===== src/rtl/fifo_sched_pkg.sv =====
// Shared types, width helpers and FIFO word tag layout for the write-side scheduler
// and the APB-side reader.
package fifo_sched_pkg;

  typedef enum logic {
    IDLE = 1'b0,
    XFER = 1'b1
  } state_e;

  function automatic int unsigned idw(input int unsigned num_req);
    return (num_req > 1) ? $clog2(num_req) : 1;
  endfunction

  function automatic int unsigned lenw(input int unsigned max_burst);
    return $clog2(max_burst) + 1;
  endfunction

  function automatic int unsigned spw(input int unsigned fifo_depth);
    return $clog2(fifo_depth) + 1;
  endfunction

  // FIFO word layout, MSB..LSB: {id, eop, data}
  localparam int unsigned DATA_LSB = 0;

  function automatic int unsigned eop_pos(input int unsigned data_width);
    return data_width;
  endfunction

  function automatic int unsigned id_lsb(input int unsigned data_width);
    return data_width + 1;
  endfunction

  function automatic int unsigned wdata_w(input int unsigned data_width, input int unsigned num_req);
    return data_width + idw(num_req) + 1;
  endfunction

endpackage


===== src/rtl/fifo_wr_sched_if.sv =====
// Requester and FIFO write-port bundle of the write-side scheduler.
interface fifo_wr_sched_if #(
  parameter int unsigned NUM_REQ    = 4,
  parameter int unsigned DATA_WIDTH = 32,
  parameter int unsigned FIFO_DEPTH = 16,
  parameter int unsigned MAX_BURST  = 16
);
  import fifo_sched_pkg::*;

  localparam int unsigned LENW = lenw(MAX_BURST);
  localparam int unsigned SPW  = spw(FIFO_DEPTH);
  localparam int unsigned WW   = wdata_w(DATA_WIDTH, NUM_REQ);

  logic [NUM_REQ-1:0]            req_valid;
  logic [NUM_REQ*LENW-1:0]       req_len;
  logic [NUM_REQ*DATA_WIDTH-1:0] req_data;
  logic [NUM_REQ-1:0]            req_ready;
  logic                          fifo_full;
  logic [SPW-1:0]                fifo_sp;
  logic                          fifo_wen;
  logic [WW-1:0]                 fifo_wdata;

  modport master (
    output req_valid, req_len, req_data, fifo_full, fifo_sp,
    input  req_ready, fifo_wen, fifo_wdata
  );

  modport slave (
    input  req_valid, req_len, req_data, fifo_full, fifo_sp,
    output req_ready, fifo_wen, fifo_wdata
  );

endinterface


===== src/rtl/rr_arbiter.sv =====
// Combinational round-robin pick: first set request at or above ptr, with wrap.
module rr_arbiter
  import fifo_sched_pkg::*;
#(
  parameter int unsigned NUM_REQ = 4
) (
  input  logic [NUM_REQ-1:0]        req,
  input  logic [idw(NUM_REQ)-1:0]   ptr,
  output logic                      gnt_valid,
  output logic [idw(NUM_REQ)-1:0]   gnt_id
);

  localparam int unsigned IDW = idw(NUM_REQ);
  localparam int unsigned SW  = IDW + 1;

  logic [SW-1:0]  sum;
  logic [IDW-1:0] idx;

  // Scan from farthest to nearest offset so the nearest valid request wins last.
  always_comb begin
    gnt_valid = 1'b0;
    gnt_id    = '0;
    sum       = '0;
    idx       = '0;
    for (int i = int'(NUM_REQ) - 1; i >= 0; i--) begin
      sum = {1'b0, ptr} + SW'(i);
      if (sum >= SW'(NUM_REQ)) sum = sum - SW'(NUM_REQ);
      idx = IDW'(sum);
      if (req[idx]) begin
        gnt_valid = 1'b1;
        gnt_id    = idx;
      end
    end
  end

endmodule


===== src/rtl/fifo_wr_sched.sv =====
// Write-side FIFO scheduler: round-robin packet admission on free space, then
// one word per cycle tagged {id, eop, data} until end of packet.
module fifo_wr_sched
  import fifo_sched_pkg::*;
#(
  parameter int unsigned NUM_REQ    = 4,
  parameter int unsigned DATA_WIDTH = 32,
  parameter int unsigned FIFO_DEPTH = 16,
  parameter int unsigned MAX_BURST  = 16
) (
  input  logic                    wclk,
  input  logic                    reset_n,
  fifo_wr_sched_if.slave          bus,
  input  logic                    err_clr,
  output logic [idw(NUM_REQ)-1:0] gnt_id,
  output logic                    busy,
  output logic                    err
);

  localparam int unsigned IDW  = idw(NUM_REQ);
  localparam int unsigned LENW = lenw(MAX_BURST);
  localparam int unsigned SPW  = spw(FIFO_DEPTH);
  localparam int unsigned WW   = wdata_w(DATA_WIDTH, NUM_REQ);

  state_e                state_q, state_d;
  logic [IDW-1:0]        rr_q, rr_d, gnt_q, gnt_d, win_id;
  logic [LENW-1:0]       len_q, len_d, cnt_q, cnt_d, win_len, eff_len;
  logic                  err_q, err_d;
  logic                  win_valid, illegal, admit, eop;
  logic [NUM_REQ-1:0]    ready_c;
  logic                  wen_c;
  logic [WW-1:0]         wdata_c;
  logic [DATA_WIDTH-1:0] gnt_data;

  rr_arbiter #(.NUM_REQ(NUM_REQ)) u_arb (
    .req       (bus.req_valid),
    .ptr       (rr_q),
    .gnt_valid (win_valid),
    .gnt_id    (win_id)
  );

  // Length of the candidate and payload of the granted requester.
  always_comb begin
    win_len  = '0;
    gnt_data = '0;
    for (int i = 0; i < int'(NUM_REQ); i++) begin
      if (IDW'(i) == win_id) win_len  = bus.req_len[i*LENW +: LENW];
      if (IDW'(i) == gnt_q)  gnt_data = bus.req_data[i*DATA_WIDTH +: DATA_WIDTH];
    end
  end

  assign illegal = (win_len == '0) || (win_len > LENW'(MAX_BURST));
  assign eff_len = illegal ? LENW'(1) : win_len;
  assign admit   = win_valid && (SPW'(eff_len) <= bus.fifo_sp);
  assign eop     = (cnt_q == len_q - LENW'(1));

  always_ff @(posedge wclk or negedge reset_n) begin
    if (!reset_n) begin
      state_q <= IDLE;
      rr_q    <= '0;
      gnt_q   <= '0;
      len_q   <= '0;
      cnt_q   <= '0;
      err_q   <= 1'b0;
    end else begin
      state_q <= state_d;
      rr_q    <= rr_d;
      gnt_q   <= gnt_d;
      len_q   <= len_d;
      cnt_q   <= cnt_d;
      err_q   <= err_d;
    end
  end

  always_comb begin
    state_d = state_q;
    rr_d    = rr_q;
    gnt_d   = gnt_q;
    len_d   = len_q;
    cnt_d   = cnt_q;
    err_d   = err_q & ~err_clr;
    ready_c = '0;
    wen_c   = 1'b0;
    wdata_c = '0;
    case (state_q)
      IDLE: begin
        // The candidate waits for space; smaller packets never overtake it.
        if (admit) begin
          state_d = XFER;
          gnt_d   = win_id;
          len_d   = eff_len;
          cnt_d   = '0;
          if (illegal) err_d = 1'b1;
        end
      end
      XFER: begin
        ready_c[gnt_q] = ~bus.fifo_full;
        wen_c          = bus.req_valid[gnt_q] & ~bus.fifo_full;
        wdata_c        = {gnt_q, eop, gnt_data};
        if (wen_c) begin
          cnt_d = cnt_q + LENW'(1);
          if (eop) begin
            state_d = IDLE;
            rr_d    = (gnt_q == IDW'(NUM_REQ - 1)) ? '0 : gnt_q + IDW'(1);
          end
        end
      end
      default: state_d = IDLE;
    endcase
  end

  assign bus.req_ready  = ready_c;
  assign bus.fifo_wen   = wen_c;
  assign bus.fifo_wdata = wdata_c;
  assign gnt_id         = gnt_q;
  assign busy           = (state_q == XFER);
  assign err            = err_q;

endmodule


===== src/flat_wrapper.sv =====
// flat-port wrapper written by rule: the top's interface ports become plain ports
module fifo_wr_sched_flat import fifo_sched_pkg::*;
#(
  parameter int unsigned NUM_REQ    = 4,
  parameter int unsigned DATA_WIDTH = 32,
  parameter int unsigned FIFO_DEPTH = 16,
  parameter int unsigned MAX_BURST  = 16
)
  (wclk, reset_n, err_clr, gnt_id, busy, err, bus_req_valid, bus_req_len, bus_req_data, bus_fifo_full, bus_fifo_sp, bus_req_ready, bus_fifo_wen, bus_fifo_wdata);
  fifo_wr_sched_if #(.NUM_REQ(NUM_REQ), .DATA_WIDTH(DATA_WIDTH), .FIFO_DEPTH(FIFO_DEPTH), .MAX_BURST(MAX_BURST)) bus_i ();
  input  logic wclk;
  input  logic reset_n;
  input  logic err_clr;
  output logic [idw(NUM_REQ)-1:0] gnt_id;
  output logic busy;
  output logic err;
  input wire logic [$bits(bus_i.req_valid)-1:0] bus_req_valid;
  input wire logic [$bits(bus_i.req_len)-1:0] bus_req_len;
  input wire logic [$bits(bus_i.req_data)-1:0] bus_req_data;
  input wire logic [$bits(bus_i.fifo_full)-1:0] bus_fifo_full;
  input wire logic [$bits(bus_i.fifo_sp)-1:0] bus_fifo_sp;
  output wire logic [$bits(bus_i.req_ready)-1:0] bus_req_ready;
  output wire logic [$bits(bus_i.fifo_wen)-1:0] bus_fifo_wen;
  output wire logic [$bits(bus_i.fifo_wdata)-1:0] bus_fifo_wdata;
  assign bus_i.req_valid = bus_req_valid;
  assign bus_i.req_len = bus_req_len;
  assign bus_i.req_data = bus_req_data;
  assign bus_i.fifo_full = bus_fifo_full;
  assign bus_i.fifo_sp = bus_fifo_sp;
  assign bus_req_ready = bus_i.req_ready;
  assign bus_fifo_wen = bus_i.fifo_wen;
  assign bus_fifo_wdata = bus_i.fifo_wdata;
  fifo_wr_sched #(.NUM_REQ(NUM_REQ), .DATA_WIDTH(DATA_WIDTH), .FIFO_DEPTH(FIFO_DEPTH), .MAX_BURST(MAX_BURST)) u_core (.wclk(wclk), .reset_n(reset_n), .bus(bus_i), .err_clr(err_clr), .gnt_id(gnt_id), .busy(busy), .err(err));
endmodule

===== config.mk =====
export PLATFORM = sky130hd
export DESIGN_NAME = fifo_wr_sched_flat
export DESIGN_NICKNAME = d
export VERILOG_FILES = /design/src/rtl/fifo_sched_pkg.sv /design/src/rtl/fifo_wr_sched_if.sv /design/src/rtl/rr_arbiter.sv /design/src/rtl/fifo_wr_sched.sv /design/src/flat_wrapper.sv
export SDC_FILE = /design/constraint.sdc
export NUM_CORES = 1
export LEC_CHECK = 0
export CORE_MARGIN = 3
export CORE_UTILIZATION = 31
export DETAILED_ROUTE_END_ITERATION = 12
export PLACE_DENSITY_LB_ADDON = 0.15
export RECOVER_POWER = 100
export SETUP_SLACK_MARGIN = 0.05
export SYNTH_ARGS = -nofsm -noshare
export SYNTH_HDL_FRONTEND = slang
export SYNTH_SLANG_ARGS = --single-unit

===== constraint.sdc =====
create_clock -name wclk -period 3.88 [get_ports wclk]
set_clock_uncertainty 0.05 [all_clocks]
set_input_delay 0.776 -clock wclk [delete_from_list [all_inputs] [get_ports wclk]]
set_output_delay 0.776 -clock wclk [all_outputs]
set_load 0.05 [all_outputs]

==> metrics.txt <==
Die ar.=0.00951 mm²; Antenna Cells=0; Setup violations, final=9; Max-Cap Viols=0; Clock Tree Root=clkbuf_8; num ports=205; fillers=630; Hold Path Class=reg2reg; DPL Wire Length=9570 µm; Post-Route WL=12500 µm; worst vdd ir=0.000567 V; Sw Share=52.2%; Clock Power Share=2.7%; most frequent cells in the layout=clkdlybuf4s50_1 (155), nand2_1 (67), a21oi_1 (66); largest net degree at the start of global routing=59; Power Density=838 mW/mm²; CP dominant cell by count=o21a_4; DR WL/cell=17.9 µm; antenna viol nets, final=0; Design Power=0.00455 W; Req. time, crit path=3970 ps; Async S/R FF share, synth=100%; row cnt=32; Overflow after GRT=0; Setup crit start=bus_req_valid[0]; cell family with most CP delay=simple AND/OR/NAND/NOR gates; vias after detailed routing=3605; GPL Wtd Cong=0.901; post-synthesis cell area=0.00260 mm²; RSZ-0062 raised after global routing=true; run status=finished with violations; CTS Sinks=16; WS Path Type=in2reg; worst reg2reg endpoint=u_core.len_q[0]$_DFFE_PN0P_; layout cell share with drive strength beyond 1=18.5%; CTS tree=built; P_int=0.00218 W; Seq cells post-synth=16; first-pass GRT wire length=19100 µm; fmax=252 MHz; Pre-antenna DRT Iters=4; DRC=0; hold path startpoint=u_core.err$_DFF_PN0_; Fin. Hold Viols=0; number of synthesized flops with an enable pin=0; syn_area_per_cell=6.75 µm²; gr usage total=24.4%; min cycle time layout=3980 ps; Comb pwr share=90.4%; antenna violations before repair=0; CTS clk-pin slew, worst paths=60 ps; final count of pins violating max slew=0; Seq/Total Area, Yosys=15.4%; Initial Util=32.8%; Reg-to-Reg Start=u_core.rr_q[1]$_DFFE_PN0P_; sequential power share=6.9%; Static Leak=2.12 nW; Util after Layout=68.5%; Most used DFF post-synth=dfrtp_1; storage element area=402 µm²; Die Span Y=97.5 µm; sink of the worst hold path=u_core.err$_DFF_PN0_; Post-CTS Hold Fix Bufs=0; library cells used by synthesis=44; I/O Buffers=204; Levels on crit path=15; WP buf/inv=2; total CTS buffers=3; Die W=97.5 µm; warnings from Yosys=0; worst slew pin tran=764 ps; CP max-delay cell=mux4_2; area growth from synthesis to layout=109%; Worst path max stage delay=510 ps; Clock Latency Late Sink=250 ps; H-Tree Depth=1; max-slew headroom at the worst pin=49.1%; worst hold path stage count=1; most common cell after layout, fill and taps aside=clkdlybuf4s50_1; net count after synthesis=558; Psw=0.00238 W; Hold WS=506 ps; violated checks=negative setup slack; DRT iter0 DRCs=143; CP Capture Type=register; critical path arrival=4060 ps; drt via density=5.19; crit path launch type=input pin; core area=0.00793 mm²; Final WS setup=-96.1 ps; Mapped Cells=385; critical-path cell list=buf_8 -> mux2i_2 -> nor2_2 -> nor3_4 -> buf_12 -> mux4_2 -> nor4_2 -> ha_1 -> and2b_1 -> ha_4 -> nor2b_4 -> o21a_4 -> o21a_4 -> or3_4 -> a2bb2oi_2; Final Cycle Share=102%; CP max FO=5; setup slack, reg-to-reg=0 ps; Multi-input gate area=0.00221 mm²; maximum clock path buffer count=2; vias in the first global route=3516; Layout Nets=768; reg2reg path depth=14
-- logic make-up after synthesis --
logic type	synth area share [%]
adder cells (fa/ha/maj)	5.78
AND/OR/NAND/NOR	36.7
multiplexers	7.80
AO/OA/AOI/OAI	25.1
XOR/XNOR	3.03
buffers and inverters	6.12
flip-flops	15.4
-- final cells by class --
class	instances	share of cell area, %
timing repair buffer	234	47.8
multi-input combinational	327	40.8
tap	102	2.35
sequential	16	7.40
clock buffer	3	0.760
inverter	13	0.899
-- worst max path at each step --
stage,endpoint
after floorplan,u_core.len_q[4]$_DFFE_PN0P_
after global placement,u_core.cnt_q[3]$_DFFE_PN0P_
after detailed placement,u_core.cnt_q[2]$_DFFE_PN0P_
after CTS,u_core.len_q[0]$_DFFE_PN0P_
after global routing,u_core.len_q[2]$_DFFE_PN0P_
final,u_core.len_q[0]$_DFFE_PN0P_
-- cells in the mapped netlist, types with 2 or more instances --
library cell  instances  area share, %
xnor2_1               6            2.0
mux2_2                2           0.87
mux4_2                3            2.6
dfrtp_1              16             15
nand3b_1             33            9.5
a21oi_1              67             13
mux2i_1               6            2.3
and2b_1               2           0.58
mux4_1                2            2.0
clkbuf_1             25            3.6
ha_1                 12            5.8
nand3_1               4           0.77
o21ai_0              38            7.3
inv_1                13            1.9
nand2_1              70             10
nor3b_1               4            1.2
a22o_1                3            1.0
nor3_1                3           0.58
buf_1                 3           0.43
o21a_1                2           0.58
and2_1               36            8.7
xor2_1                3            1.0
nor2_1               10            1.4
a311o_1               2           0.77
-- state kept, by name, indices dropped and copies added, names as in the netlist --
register	count
u_core.busy	1
u_core.err	1
u_core.len_q	5
u_core.gnt_id	2
u_core.rr_q	2
u_core.cnt_q	5
-- through the flow --
stage / setup TNS, ps / setup slack, ps / std cells / cell area [µm²]
floorplan: -584 / -124 / 385 / 2600
global placement: -6950 / -569 / 688 / 5200
detailed placement: -8390 / -700 / 688 / 5200
CTS: -614 / -180 / 693 / 5300
global route: -2100 / -203 / 695 / 5430
finish: -533 / -96.1 / 695 / 5430
-- timing repair --
action,CTS,global route
pin swaps,13,13
endpoints found under the setup margin,14,14
buffers inserted,2,2
endpoints found under the hold margin,0,0
resized for setup,25,33
-- power by group through the flow --
| stage | sequential, W | combinational [W] | clock, W |
|---|---|---|---|
| finish | 0.000313 | 0.00412 | 0.000124 |
| global route | 0.000320 | 0.00435 | 0.000135 |
| CTS | 0.000308 | 0.00403 | 0.000126 |
| detailed placement | 0.000310 | 0.00397 | 0 |
| global placement | 0.000308 | 0.00391 | 0 |
| floorplan | 0.000336 | 0.00216 | 0 |
-- per-layer routing --
layer  up-vias  share of wire (%)  GRT usage [%]
met3        24                6.9           3.88
met4         0                2.4           5.96
met2       147                 52           43.5
met1      1673                 39           30.6
met5         -                  0              0
li1       1761                  -              -
(Power assumes the default switching activity.)
==> RTL change 1, RTL diff (config.mk and constraints unchanged) <==
`MAX_BURST` is set to 16 in 3 places; all go to 17.
--- a/src/rtl/fifo_wr_sched_if.sv
+++ b/src/rtl/fifo_wr_sched_if.sv
@@ -5,3 +5,3 @@
   parameter int unsigned FIFO_DEPTH = 16,
-  parameter int unsigned MAX_BURST  = 16
+  parameter int unsigned MAX_BURST  = 17
 );
--- a/src/rtl/fifo_wr_sched.sv
+++ b/src/rtl/fifo_wr_sched.sv
@@ -8,3 +8,3 @@
   parameter int unsigned FIFO_DEPTH = 16,
-  parameter int unsigned MAX_BURST  = 16
+  parameter int unsigned MAX_BURST  = 17
 ) (
--- a/src/flat_wrapper.sv
+++ b/src/flat_wrapper.sv
@@ -6,3 +6,3 @@
   parameter int unsigned FIFO_DEPTH = 16,
-  parameter int unsigned MAX_BURST  = 16
+  parameter int unsigned MAX_BURST  = 17
 )
Ports: changed (resized bus_req_len); port bits go from 205 to 209. No check against the original RTL was run, so the function may have changed too.
==> RTL change 1 against the unedited design <==
Clock power up 23%; sequential cell count up 2; total power down 13%; setup slack better by 200 ps; global-route usage down 0.86 points; sequential power up 7.3%; final area down 0.46%; non-clock buffer count up 17; hold slack worse by 36 ps; wire length up 8.7%; synthesized area up 9.2%; sequential share of layout area up 0.94 points; critical path type unchanged.
==> RTL change 1: results <==
metrics = {
    "route": {
        "first_iter_violations": 186,
        "wl_per_cell_um": 17.1,
        "drtPass1Iterations": 4,
        "via_per_inst": 4.99,
    },
    "synthesis": {
        "synth_compound_area_frac": 0.270,
        "synthMuxAreaShare": 0.0794,
        "synth_commonest_cells": "nand2_1, a21oi_1, nor2_1",
        "synth_area_leaders": "dfrtp_1, nand2_1, a21oi_1, nand2b_1, o21ai_0",
        "synth_xor_xnor_area_share": 0.0247,
        "synth_fa_ha_area_frac": 0.0485,
        "syn-num-nets": 633,
        "ys_types": 45,
        "yosysSeqAreaShare": 0.159,
    },
    "setup_path": {
        "worstPathMaxFanout": 7,
        "slowest_stage": "a211oi_4",
        "slowest_delay_ps": 280,
        "r2r-start": "u_core.rr_q[0]",
        "startpoint": "bus_req_valid[1]",
        "cp.arrival_ps": 3890,
        "path_delay_family": "compound AO/OA/AOI/OAI gates",
    },
    "placed_design": {
        "post-place-ws_ps": -560,
        "gp_congestion": 0.883,
        "place_area_um2": 5510,
        "port_buffers": 208,
        "dp_hpwl_um": 10500,
    },
    "finish": {
        "reg_top3": "u_core.cnt_q: 6 flops, u_core.len_q: 6 flops",
        "layout.nets": 859,
        "drive_gt1_frac": 0.155,
        "fill_cells": 826,
    },
    "grt": {
        "grt_pass1_vias": 3702,
        "grt_pass1_wl_um": 19500,
        "grt_usage": 0.236,
        "grt_max_degree": 37,
        "grt_antenna_before_repair": 0,
    },
    "worst_hold_path": {
        "worstHoldStart": "u_core.len_q[5]",
    },
    "pwr": {
        "peakVddDrop_v": 0.000402,
        "leakagePower_nw": 2.40,
    },
    "clock_network": {
        "htree_levels": 1,
        "cts_buffers": 3,
        "clockBufferDepth": 2,
        "clkLatencyLatePin_ps": 250,
        "clk_pin_slew_ps": 70,
    },
    "outcome": {
        "status": "finished, final reports clean",
    },
    "timing": {
        "max-slew-margin-rel": 0.311,
    },
}
RTL change 1: timing repair:
action / CTS / global route
resized for setup: 15 / 20
pin swaps: 4 / 11
setup endpoints to repair: 16 / 15
hold buffers: 0 / 0
setup buffers: 7 / 4
RTL change 1: final timing paths:
path,end,cells after the start,slack [ps]
min reg2reg,u_core.len_q[5],1,470
min,u_core.len_q[5],1,470
max,u_core.err,19,110
max in group asynchronous,u_core.rr_q[1],1,2260
max reg2reg,u_core.err,18,270
min in group asynchronous,u_core.cnt_q[2],1,1010
RTL change 1: cell families (layout without fill, tap and decap cells):
| kind of cell | Yosys count | count (layout) |
|---|---|---|
| AND/OR/NAND/NOR | 222 | 222 |
| AO/OA/AOI/OAI | 133 | 133 |
| buffers and inverters | 46 | 271 |
| multiplexers | 19 | 19 |
| flip-flops | 18 | 18 |
| adder cells (fa/ha/maj) | 11 | 11 |
| XOR/XNOR | 8 | 8 |
RTL change 1: layout make-up:
class                      count  area [um^2]  share of cell area
sequential                    18          450              0.0833
timing repair buffer         251         2380               0.440
multi-input combinational    393         2330               0.430
tap                          108          135              0.0250
clock buffer                   4         55.1              0.0102
inverter                      16         60.1              0.0111
RTL change 1: report_power, final:
part	internal (W)	switching (W)	total (W)
clock	0.0000901	0.0000620	0.000152
sequential	0.000245	0.0000917	0.000336
combinational	0.00127	0.00219	0.00347
total	0.00161	0.00235	0.00395
RTL change 1: metrics by stage:
stage	setup TNS, ps	cells	hold slack, ps
3_5_place_dp	-6820	775	450
6_report	0	790	470
3_3_place_gp	-4220	775	443
4_1_cts	0	786	471
5_1_grt	0	790	518
2_1_floorplan	0	457	424
RTL change 1: routing by layer:
layer / vias to the layer above / track usage / share of wire
met5: - / 0 / 0
met3: 23 / 0.0427 / 0.068
met1: 1792 / 0.293 / 0.41
met4: 0 / 0.0593 / 0.026
li1: 1999 / - / -
met2: 132 / 0.419 / 0.50
==> RTL change 2, RTL diff (same flow settings) <==
Without the edit above. Make the reset (`reset_n`) synchronous in one clocked block.
--- a/src/rtl/fifo_wr_sched.sv
+++ b/src/rtl/fifo_wr_sched.sv
@@ -56,3 +56,3 @@
 
-  always_ff @(posedge wclk or negedge reset_n) begin
+  always_ff @(posedge wclk) begin
     if (!reset_n) begin
Function: differs if reset_n is asserted again (counterexample within 4 cycles, from zero or initial values and one cycle with reset_n low); with reset_n held inactive, the same outputs for 4 cycles.
==> RTL change 2 against the unedited design <==
The run still ends with setup timing left; setup slack got worse by 190 ps; wire length is 4.1% higher; synthesized area rose by 5.2%; sequential cell count unchanged; final area did not move; utilization down 3.7 points; sequential share of layout area shrank 1.5 points; largest cell class unchanged.
Power is left out: it rests on default switching activity, and per cell area and clock period it moved more than threefold.
==> RTL change 2: results <==
metrics = {
    "synthesis": {
        "ys_types": 46,
        "synth_commonest_cells": "a21oi_1, nand2_1, o21ai_0",
        "synth_ff_type": "dfxtp_1",
        "synth_area_leaders": "a21oi_1, dfxtp_1, nand2_1, nand3b_1, and2_1",
        "syn-num-nets": 608,
        "postSynth.asyncResetShare": 0,
    },
    "route": {
        "first_iter_violations": 187,
        "num_vias": 4028,
        "drt_wl_total_um": 13000,
    },
    "outcome": {
        "status": "finished, violations left",
        "violations": "setup timing",
    },
    "finish": {
        "register_area_um2": 320,
        "fill_cells": 745,
        "nClkBuffers": 4,
        "comb.multi_input.count": 373,
        "clk_share": 0.0101,
        "layout.nets": 852,
        "nonClkBufAreaFrac": 0.457,
        "layout.non_clock_buffers": 272,
        "multi_input_area_um2": 2390,
    },
    "timing": {
        "max-slew-margin-rel": 0.405,
        "setup_violations": 14,
        "setup_slack_ps": -288,
    },
    "grt": {
        "grt_max_degree": 45,
        "grt_pass1_vias": 3915,
        "grt_pass1_wl_um": 19700,
        "grt_usage": 0.238,
    },
    "placed_design": {
        "gp_congestion": 0.893,
    },
    "setup_path": {
        "r2r_slack_ps": -80,
        "cp.arrival_ps": 4260,
        "slowest_stage": "or4_4",
    },
}
==> RTL change 2: worst max-delay path, delay by kind of cell <==
family / cells / cell delay, ps
and+or+nand+nor: 6 / 1200
AOI/OAI and AO/OA: 5 / 1090
adders and majority gates: 2 / 490
buffers and inverters: 3 / 390
muxes: 2 / 300
==> RTL change 2: routing by layer <==
layer | up-vias | GRT usage | wire length, um
met4 | 0 | 0.0336 | 152
li1 | 2026 | - | -
met5 | - | 0 | 0
met2 | 132 | 0.439 | 6700
met3 | 14 | 0.0368 | 1000
met1 | 1856 | 0.298 | 5110
==> RTL change 2: metrics by stage <==
stage	util	instances	instance area [um^2]	hold slack [ps]	setup WS, ps
floorplan	-	435	2780	431	-186
global placement	0.603	751	5050	472	-813
detailed placement	0.603	751	5050	482	-926
CTS	0.644	777	5400	498	-273
global route	0.648	783	5430	516	-384
finish	0.648	783	5430	499	-288
==> RTL change 2: final timing paths <==
kind,from,to,cells past startpoint
worst max register to register,u_core.rr_q[0],u_core.cnt_q[4],17
worst min-delay path,u_core.rr_q[1],u_core.rr_q[1],2
worst max-delay path,bus_req_valid[0],u_core.cnt_q[4],18
worst min register to register,u_core.rr_q[1],u_core.rr_q[1],2
==> RTL change 2: timing repair <==
action,in CTS,in global routing
hold endpoints to repair,0,0
gates resized for setup,41,13
endpoints found under the setup margin,14,14
pin swaps,23,16
gates cloned,1,0
setup buffers,21,7
==> RTL change 2: cell families (layout without fill, tap and decap cells) <==
family                   Yosys count  in the layout  share of synthesized area
AO/OA/AOI/OAI                    148            148                      0.310
XOR/XNOR                           7              7                     0.0224
adder cells (fa/ha/maj)           12             12                     0.0549
buffers and inverters             46            289                     0.0696
flip-flops                        16             16                      0.117
multiplexers                       9              9                     0.0380
AND/OR/NAND/NOR                  197            197                      0.387
